==> config.mk <==
export PLATFORM = sky130hd
export DESIGN_NAME = decode38_seq_flat
export DESIGN_NICKNAME = d
export VERILOG_FILES = /design/src/rtl/decode38_seq_if.sv /design/src/rtl/decode38_seq.sv /design/src/flat_wrapper.sv
export SDC_FILE = /design/constraint.sdc
export NUM_CORES = 1
export LEC_CHECK = 0
export CAP_MARGIN = 20
export CORE_MARGIN = 2
export CORE_UTILIZATION = 40
export DETAILED_ROUTE_END_ITERATION = 8
export DONT_BUFFER_PORTS = 1
export SLEW_MARGIN = 15
export SYNTH_ARGS = -nofsm -noshare
export SYNTH_HDL_FRONTEND = slang
export SYNTH_SLANG_ARGS = --single-unit
==> constraint.sdc <==
create_clock -name clk -period 5 [get_ports clk]
set_input_delay 0.5 -clock clk [delete_from_list [all_inputs] [get_ports clk]]
set_output_delay 0.5 -clock clk [all_outputs]
set_load 0.05 [all_outputs]
==> src/rtl/decode38_seq_if.sv <==
// decode38_seq_if
//   Bundles the encoder-side word handshake and the decoded LED outputs of
//   decode38_seq so the decoder and its source/sink share one connection.
//   master : the encoder/switch side (drives en and the input word, watches outputs)
//   slave  : the decoder itself
//   Signals:
//     en        decode enable (mirrors the encoder enable)
//     in_valid  input word present
//     in_ready  decoder FIFO can accept a word (= !full)
//     in_code   encoded index from the encoder
//     in_any    encoder "some input active" flag
//     out       decoded one-hot byte
//     out_valid high while a byte is being held
//     busy      decoder FSM is not idle
//     level     FIFO occupancy
interface decode38_seq_if #(
    parameter int DEPTH = 4
);
    localparam int LVL_W = $clog2(DEPTH) + 1;

    logic             en;
    logic             in_valid;
    logic             in_ready;
    logic [2:0]       in_code;
    logic             in_any;
    logic [7:0]       out;
    logic             out_valid;
    logic             busy;
    logic [LVL_W-1:0] level;

    modport master (
        output en, in_valid, in_code, in_any,
        input  in_ready, out, out_valid, busy, level
    );

    modport slave (
        input  en, in_valid, in_code, in_any,
        output in_ready, out, out_valid, busy, level
    );
endinterface

==> src/rtl/decode38_seq.sv <==
// decode38_seq
//   Receive side of the 8-3 priority encoder path. Encoded {any, code} words
//   are queued in a small FIFO, then each is expanded into a one-hot byte that
//   is held on the LEDs for HOLD_CYCLES cycles, followed by GAP_CYCLES blank
//   cycles before the next word is taken.
//   Ports:
//     clk  rising-edge system clock
//     rst  synchronous active-high reset (clears FSM, outputs and FIFO)
//     bus  decode38_seq_if.slave: en, in_valid/in_ready/in_code/in_any word
//          handshake, out/out_valid decoded byte, busy, level
module decode38_seq #(
    parameter int DEPTH       = 4,
    parameter int HOLD_CYCLES = 4,
    parameter int GAP_CYCLES  = 1
) (
    input  logic         clk,
    input  logic         rst,
    decode38_seq_if.slave bus
);
    localparam int PTR_W   = $clog2(DEPTH);
    localparam int LVL_W   = PTR_W + 1;
    localparam int CNT_MAX = (HOLD_CYCLES > GAP_CYCLES) ? HOLD_CYCLES : GAP_CYCLES;
    localparam int CNT_W   = $clog2(CNT_MAX + 1);

    localparam logic [CNT_W-1:0] HOLD_INIT = CNT_W'(HOLD_CYCLES - 1);
    localparam logic [CNT_W-1:0] GAP_INIT  = (GAP_CYCLES > 0) ? CNT_W'(GAP_CYCLES - 1) : '0;
    localparam logic [LVL_W-1:0] LVL_FULL  = LVL_W'(DEPTH);

    typedef enum logic [1:0] {
        ST_IDLE = 2'd0,
        ST_HOLD = 2'd1,
        ST_GAP  = 2'd2
    } state_t;

    state_t           state_q, state_nxt;
    logic [CNT_W-1:0] cnt_q, cnt_nxt;
    logic [7:0]       out_q, out_nxt;
    logic             vld_q, vld_nxt;

    logic [3:0]       mem [DEPTH];
    logic [PTR_W-1:0] wr_ptr_q, rd_ptr_q;
    logic [LVL_W-1:0] level_q;
    logic             empty, full, push, pop, load_chk;
    logic [3:0]       head;

    function automatic logic [7:0] decode(input logic [3:0] word);
        return word[3] ? (8'h01 << word[2:0]) : 8'h00;
    endfunction

    assign empty = (level_q == '0);
    assign full  = (level_q == LVL_FULL);
    // Ready depends on full alone, so a full FIFO refuses a word even on a pop cycle.
    assign push  = bus.in_valid && !full;
    assign head  = mem[rd_ptr_q];

    always_comb begin
        state_nxt = state_q;
        cnt_nxt   = cnt_q;
        out_nxt   = out_q;
        vld_nxt   = vld_q;
        pop       = 1'b0;
        load_chk  = 1'b0;
        case (state_q)
            ST_IDLE: load_chk = 1'b1;
            ST_HOLD: begin
                if (!bus.en) begin
                    // Abort: the current word is dropped, the queue is untouched.
                    out_nxt   = 8'h00;
                    vld_nxt   = 1'b0;
                    cnt_nxt   = '0;
                    state_nxt = ST_IDLE;
                end else if (cnt_q != '0) begin
                    cnt_nxt = cnt_q - CNT_W'(1);
                end else begin
                    out_nxt = 8'h00;
                    vld_nxt = 1'b0;
                    if (GAP_CYCLES > 0) begin
                        cnt_nxt   = GAP_INIT;
                        state_nxt = ST_GAP;
                    end else begin
                        load_chk = 1'b1;
                    end
                end
            end
            ST_GAP: begin
                // The last gap cycle doubles as the idle check so the word
                // period is exactly HOLD_CYCLES + GAP_CYCLES.
                if (cnt_q != '0) cnt_nxt = cnt_q - CNT_W'(1);
                else             load_chk = 1'b1;
            end
            default: state_nxt = ST_IDLE;
        endcase

        if (load_chk) begin
            if (bus.en && !empty) begin
                pop       = 1'b1;
                out_nxt   = decode(head);
                vld_nxt   = 1'b1;
                cnt_nxt   = HOLD_INIT;
                state_nxt = ST_HOLD;
            end else begin
                out_nxt   = 8'h00;
                vld_nxt   = 1'b0;
                cnt_nxt   = '0;
                state_nxt = ST_IDLE;
            end
        end
    end

    always_ff @(posedge clk) begin
        if (rst) begin
            state_q  <= ST_IDLE;
            cnt_q    <= '0;
            out_q    <= 8'h00;
            vld_q    <= 1'b0;
            wr_ptr_q <= '0;
            rd_ptr_q <= '0;
            level_q  <= '0;
        end else begin
            state_q <= state_nxt;
            cnt_q   <= cnt_nxt;
            out_q   <= out_nxt;
            vld_q   <= vld_nxt;
            // Pointers wrap naturally because DEPTH is a power of two.
            if (push) wr_ptr_q <= wr_ptr_q + PTR_W'(1);
            if (pop)  rd_ptr_q <= rd_ptr_q + PTR_W'(1);
            case ({push, pop})
                2'b10:   level_q <= level_q + LVL_W'(1);
                2'b01:   level_q <= level_q - LVL_W'(1);
                default: level_q <= level_q;
            endcase
        end
    end

    always_ff @(posedge clk) begin
        if (push) mem[wr_ptr_q] <= {bus.in_any, bus.in_code};
    end

    assign bus.in_ready  = !full;
    assign bus.out       = out_q;
    assign bus.out_valid = vld_q;
    assign bus.busy      = (state_q != ST_IDLE);
    assign bus.level     = level_q;
endmodule
==> src/flat_wrapper.sv <==
// flat-port wrapper written by rule: the top's interface ports become plain ports
module decode38_seq_flat 
#(
    parameter int DEPTH       = 4,
    parameter int HOLD_CYCLES = 4,
    parameter int GAP_CYCLES  = 1
)
  (clk, rst, bus_en, bus_in_valid, bus_in_code, bus_in_any, bus_in_ready, bus_out, bus_out_valid, bus_busy, bus_level);
  decode38_seq_if #(.DEPTH(DEPTH)) bus_i ();
  input  logic clk;
  input  logic rst;
  input wire logic [$bits(bus_i.en)-1:0] bus_en;
  input wire logic [$bits(bus_i.in_valid)-1:0] bus_in_valid;
  input wire logic [$bits(bus_i.in_code)-1:0] bus_in_code;
  input wire logic [$bits(bus_i.in_any)-1:0] bus_in_any;
  output wire logic [$bits(bus_i.in_ready)-1:0] bus_in_ready;
  output wire logic [$bits(bus_i.out)-1:0] bus_out;
  output wire logic [$bits(bus_i.out_valid)-1:0] bus_out_valid;
  output wire logic [$bits(bus_i.busy)-1:0] bus_busy;
  output wire logic [$bits(bus_i.level)-1:0] bus_level;
  assign bus_i.en = bus_en;
  assign bus_i.in_valid = bus_in_valid;
  assign bus_i.in_code = bus_in_code;
  assign bus_i.in_any = bus_in_any;
  assign bus_in_ready = bus_i.in_ready;
  assign bus_out = bus_i.out;
  assign bus_out_valid = bus_i.out_valid;
  assign bus_busy = bus_i.busy;
  assign bus_level = bus_i.level;
  decode38_seq #(.DEPTH(DEPTH), .HOLD_CYCLES(HOLD_CYCLES), .GAP_CYCLES(GAP_CYCLES)) u_core (.clk(clk), .rst(rst), .bus(bus_i));
endmodule
==> impl_metrics.yaml, run 1 <==
worst_setup_path:
  cp.required_ns: 5.22
  crit_path_end_kind: "register"
  start_kind: "register"
  worstRegToRegCells: 9
  crit_fanout: 6
  worstSetupEndpoint: "u_core.bus.level[2]"
  r2r_slack_ns: 1.81
  r2r-start: "u_core.bus.level[2]"
  critPathLaunch: "u_core.bus.level[2]"
  criticalPathCategory: "register to register"
  arrival_ns: 3.41
  r2r-end: "u_core.bus.level[2]"
cts:
  cts-resized-gates: 0
  cts_hold_buf: 0
  path_clk_slew_ns: 0.07
  cts.sinks: 39
  post-cts-setup-buffer-count: 0
  cts_tree: "yes"
  htree_levels: 2
  cts_made_buffers: 5
  root_buffer: "clkbuf_8"
  clk_latency_ns: 0.29
  clk_path_buf_depth: 2
place:
  dp_cells: 186
  dp_slack_ns: 1.81
  postPlaceCellArea_mm2: 0.00171
  port-buffer-count: 0
  dp_hpwl_mm: 2.15
  gp_congestion: 0.701
route:
  first_pass_iters: 4
  vias_per_cell: 5.11
  first_iter_violations: 17
  ant_nets: 0
  drc: 0
  drt-total-wl_mm: 2.79
  wl_per_cell_um: 14.5
  vias: 986
power:
  p_leak_nw: 0.645
  p_total_mw: 0.995
  p_per_area_mw_per_mm2: 549
  irDropWorstVdd_uv: 318
synth:
  yosysMostFrequentCell: "dfxtp_1"
  syn_nets: 156
  synth_edf_count: 16
  synth_cells: 140
  synth_cell_types: 33
  synth_area_leaders: "edfxtp_1 29%, dfxtp_1 28%, mux4_2 5.4%"
  synth.avg_cell_area_um2: 11.9
  synth-async-reset-ratio_pct: 0
  yosysWarningCount: 0
  synth_top_area_share_pct: 28.8
  synth-main-ff-cell: "dfxtp_1"
  synth_seq_cells: 39
  synth_common_cells: "23 x dfxtp_1, 16 x edfxtp_1, 13 x nor2_1, 10 x inv_1, 10 x nand2_1"
  netlist.top_cell.by_area: "edfxtp_1"
  synth_area_mm2: 0.00167
  yosysSeqAreaShare_pct: 56.4
outcome:
  status: "complete, no violations"
floorplanning:
  start_util_pct: 41.7
  die_h_um: 68.6
  die_w_um: 68.6
  dieArea_mm2: 0.00470
  rows: 23
  core-area_mm2: 0.00400
  io_pins: 22
global_route:
  grt_use_total_pct: 14.8
  grt_pass1_wl_mm: 4.75
  first_global_vias: 1023
  overflow: 0
  grt_max_degree: 15
  antenna_found_initial: 0
timing:
  fin_setup_tns_ns: 0
  relSlewSlack_pct: 55.8
  hold_viol: 0
  rsz0062_at_grt: "no"
  worst_slew_pin_slew_ns: 0.661
  finalWorstPathRequiredPeriod_ns: 3.19
  period_share_pct: 63.7
  finClkSkew_ns: 0.0104
  layout_setup_ws_ns: 1.81
  drv_slew: 0
  fmax_ghz: 0.314
  whs_ns: 0.270
  setup_viol: 0
cells_and_area:
  n_fill_cell: 364
  fin_cells: 193
  utilization_pct: 45.3
  fin_nets: 159
  antenna_cells: 0
  fin_area_mm2: 0.00181
  syn2layout_area_growth_pct: 8.70
  drive_gt1_share_pct: 11.2
worst_hold_path:
  min_path_type: "input pin to register"
  hold_start: "rst"
job:
  maxCapViolations: 0
[worst max-delay path, cell delays in order (launching register included)]
cell and delay [ns]:
dfxtp_1 0.71, nand3_1 0.63, and2_1 0.43, inv_1 0.09
ha_1 0.18, inv_1 0.06, fa_1 0.38, xor2_1 0.16
or3_1 0.30, a21oi_1 0.16
[flip-flops by register name (all words and copies together) (netlist names), named ones only]
register,cells
u_core.bus.level,3
u_core.bus.out,8
u_core.bus.out_valid,1
u_core.cnt_q,3
u_core.mem,16
u_core.rd_ptr_q,2
u_core.state_q,2
u_core.wr_ptr_q,2
[kinds of logic after synthesis]
logic type / count (synthesis) / share of synthesized area [%]
buffers and inverters: 14 / 3.45
AO/OA/AOI/OAI: 20 / 8.85
multiplexers: 5 / 6.08
XOR/XNOR: 6 / 3.15
AND/OR/NAND/NOR: 48 / 15.6
adder cells (fa/ha/maj): 8 / 6.45
flip-flops: 39 / 56.4
[report_power, final]
part           switching, mW  internal, mW  leakage, nW
Combinational          0.158         0.116        0.260
Clock                  0.101         0.146       0.0513
Sequential            0.0937         0.381        0.334
Total                  0.353         0.643        0.645
[final cells by class]
cell class / instances / area (µm²) / area share [%]
inverters: 10 / 37.5 / 2.07
well taps: 50 / 62.6 / 3.45
multi-input cells: 87 / 669 / 36.9
flip-flops and latches: 39 / 941 / 51.9
clock inverters: 1 / 30.0 / 1.66
clock buffers: 6 / 72.6 / 4.00
[metal layers]
layer  wire length (µm)  GRT usage (%)  up-vias
met1               1130           15.3      465
met5                  0              0        -
met2               1410           24.3       24
li1                   -              -      493
met4                 50           7.50        0
met3                209           7.63        4
[layout by cell type, fill, tap and decap left out, types with 4 or more instances in the layout]
cell / count
ha_1: 7
nor2_1: 13
mux4_2: 4
nand2_1: 10
o2bb2ai_1: 4
edfxtp_1: 16
inv_1: 10
clkbuf_8: 5
dfxtp_1: 23
a22o_1: 4
nor2b_1: 4
and2_1: 4
a21oi_1: 5
and3_1: 4
[how the worst min path moves through the flow]
| stage | end | slack, ns | cells after the start |
|---|---|---|---|
| final | register | 0.27 | 1 |
| after global routing | register | 0.25 | 1 |
| after CTS | register | 0.26 | 1 |
| after detailed placement | u_core.wr_ptr_q[1] | 0.49 | 2 |
| after global placement | u_core.cnt_q[1] | 0.48 | 2 |
| after floorplan | u_core.cnt_q[1] | 0.47 | 2 |
Note: power is estimated with default switching activity, not from simulation.
==> run 2, diff against run 1 <==
--- a/config.mk
+++ b/config.mk
@@ -5,6 +5,7 @@
 export SDC_FILE = /design/constraint.sdc
 export NUM_CORES = 1
 export LEC_CHECK = 0
+export ABC_AREA = 1
 export CAP_MARGIN = 20
 export CORE_MARGIN = 2
 export CORE_UTILIZATION = 40
==> constraint.sdc (replaced) <==
create_clock -name clk -period 2.6 [get_ports clk]
set_input_delay 0.26 -clock clk [delete_from_list [all_inputs] [get_ports clk]]
set_output_delay 0.26 -clock clk [all_outputs]
set_load 0.05 [all_outputs]
==> run 2 against run 1 <==
Wire length is 17% higher. Sequential power is 76% higher. Critical path depth is 4 higher. Non-clock buffer count is 5 higher. Design area is 15% higher. Register-to-register slack worse by 1.3 ns.
==> impl_metrics.yaml, run 2 <==
timing:
  rsz0062_at_grt: "no"
  period_share_pct: 81.1
  drv_slew: 0
  relSlewSlack_pct: 65.4
  setup_viol: 0
  layout_setup_ws_ns: 0.491
  finalWorstPathRequiredPeriod_ns: 2.11
  whs_ns: 0.0274
  hold_viol: 0
  finClkSkew_ns: 0.0104
  worst_slew_pin_slew_ns: 0.518
  fin_setup_tns_ns: 0
  fmax_ghz: 0.474
synth:
  syn_nets: 230
  synth_top_area_share_pct: 25.4
  synth_cell_types: 26
  synth-async-reset-ratio_pct: 0
  synth_edf_count: 16
  synth-main-ff-cell: "dfxtp_1"
  netlist.top_cell.by_area: "edfxtp_1"
  yosysMostFrequentCell: "nand2_1"
  synth_seq_cells: 39
  synth_area_mm2: 0.00189
  yosysWarningCount: 0
  yosysSeqAreaShare_pct: 49.8
  synth_common_cells: "45 x nand2_1, 23 x dfxtp_1, 23 x inv_1, 21 x a21oi_1, 18 x nand3_1"
  synth_cells: 214
  synth.avg_cell_area_um2: 8.82
  synth_area_leaders: "edfxtp_1 25%, dfxtp_1 24%, nand2_1 8.9%"
worst_setup_path:
  start_kind: "register"
  crit_fanout: 4
  cp.required_ns: 2.78
  max_stage_delay_ns: 0.37
  cp_cell_sequence: "inv_1 > ha_1 > inv_2 > nor2_4 > o21ai_4 > nor2_2 > ha_1 > inv_1 > fa_1 > a21oi_1 > o21ai_0 > o21ai_0 > a21oi_1"
  cp_slowest_cell: "fa_1"
  cp_num_buf_inv: 3
  arrival_ns: 2.29
  criticalPathCategory: "register to register"
  path_delay_family: "adder cells"
  crit_path_end_kind: "register"
floorplanning:
  rows: 24
  dieArea_mm2: 0.00529
  die_w_um: 72.7
  start_util_pct: 42.5
  io_pins: 22
  core-area_mm2: 0.00444
  die_h_um: 72.7
cells_and_area:
  fin_nets: 237
  antenna_cells: 0
  n_fill_cell: 432
  final_common_cell: "nand2_1"
  largest_register_ffs: 16
  fin_area_mm2: 0.00208
  drive_gt1_share_pct: 20.7
  syn2layout_area_growth_pct: 10.3
  top_register: "u_core.mem"
  layout_common_cells: "45 x nand2_1, 23 x inv_1, 23 x dfxtp_1, 21 x a21oi_1, 17 x nand3_1"
cts:
  htree_levels: 2
  clk_latency_ns: 0.29
  cts.sinks: 39
  cts_made_buffers: 5
  cts_tree: "yes"
  path_clk_slew_ns: 0.08
  root_buffer: "clkbuf_8"
  post-cts-setup-buffer-count: 0
  clk_path_buf_depth: 2
  cts-resized-gates: 0
  cts_hold_buf: 0
route:
  first_iter_violations: 56
  wl_per_cell_um: 11.9
  vias: 1340
  drt-total-wl_mm: 3.27
  ant_nets: 0
  first_pass_iters: 4
  drc: 0
  vias_per_cell: 4.89
power:
  seqPwrFrac_pct: 39.5
  p_leak_nw: 0.858
  p_int_mw: 1.27
  switching_share_pct: 39.8
  p_comb_share_pct: 36.1
  p_per_area_mw_per_mm2: 1020
  power.net_switching_mw: 0.841
  p_total_mw: 2.11
  irDropWorstVdd_uv: 526
  clkPwrFrac_pct: 24.4
outcome:
  status: "complete, no violations"
global_route:
  grt_use_total_pct: 13.7
  grt_pass1_wl_mm: 5.61
  first_global_vias: 1292
  grt_max_degree: 14
  antenna_found_initial: 0
  overflow: 0
place:
  gp_congestion: 0.802
  dp_slack_ns: 0.497
  postPlaceCellArea_mm2: 0.00196
  dp_hpwl_mm: 2.46
  port-buffer-count: 0
job:
  maxCapViolations: 0
worst_hold_path:
  min_path_type: "input pin to register"
## run 2: power groups by stage
stage          Combinational [mW]  Clock [mW]  Sequential (mW)
2_1_floorplan               0.600           0            0.888
3_3_place_gp                0.768           0            0.849
3_5_place_dp                0.773           0            0.851
4_1_cts                     0.776       0.528            0.837
5_1_grt                     0.870       0.559            0.851
6_report                    0.763       0.515            0.836
## run 2: path summary, 6_finish.rpt
| kind | cells past startpoint | end | startpoint | slack, ns |
|---|---|---|---|---|
| max reg2reg | 13 | u_core.bus.level[2] | u_core.cnt_q[0] | 0.49 |
| min | 1 | u_core.bus.out_valid | rst | 0.03 |
| min reg2reg | 2 | u_core.bus.level[2] | u_core.bus.level[2] | 0.49 |
| max | 13 | u_core.bus.level[2] | u_core.cnt_q[0] | 0.49 |
## run 2: per-stage QoR
stage	utilization, %	cells
detailed placement	44.0	266
CTS	46.8	274
global route	46.8	274
global placement	44.0	266
finish	46.8	274
floorplan	-	214
## run 2: logic make-up (layout without fill, tap and decap cells)
kind of cell               Yosys count  in the layout  synth area share [%]
AOI/OAI and AO/OA                   33             33                  9.81
DFF                                 39             39                  49.8
adders and majority gates            8              8                  5.70
buffers and inverters               34             42                  7.82
and+or+nand+nor                    100            100                  26.8
## run 2: area by class of cell
class | instances | area, µm² | area share [%]
multi-input combinational | 141 | 805 | 38.6
inverter | 29 | 109 | 5.23
timing repair buffer | 5 | 37.5 | 1.80
sequential | 39 | 941 | 45.2
clock inverter | 1 | 6.26 | 0.300
clock buffer | 7 | 119 | 5.71
tap | 52 | 65.1 | 3.12
## run 2: metal layers
layer  routed length, µm  vias to the layer above  track usage, %
met4                  42                        0            4.94
met5                   0                        -               0
met2                1600                       26            24.0
met1                1480                      602            16.1
li1                    -                      708               -
met3                 145                        4            3.73
## run 2: worst reg2reg max path, stage by stage, from the launching register on
cell and delay [ns]:
dfxtp_1 0.32, inv_1 0.09, ha_1 0.21, inv_2 0.06, nor2_4 0.10, o21ai_4 0.08
nor2_2 0.11, ha_1 0.15, inv_1 0.07, fa_1 0.37, a21oi_1 0.14, o21ai_0 0.11
o21ai_0 0.16, a21oi_1 0.05
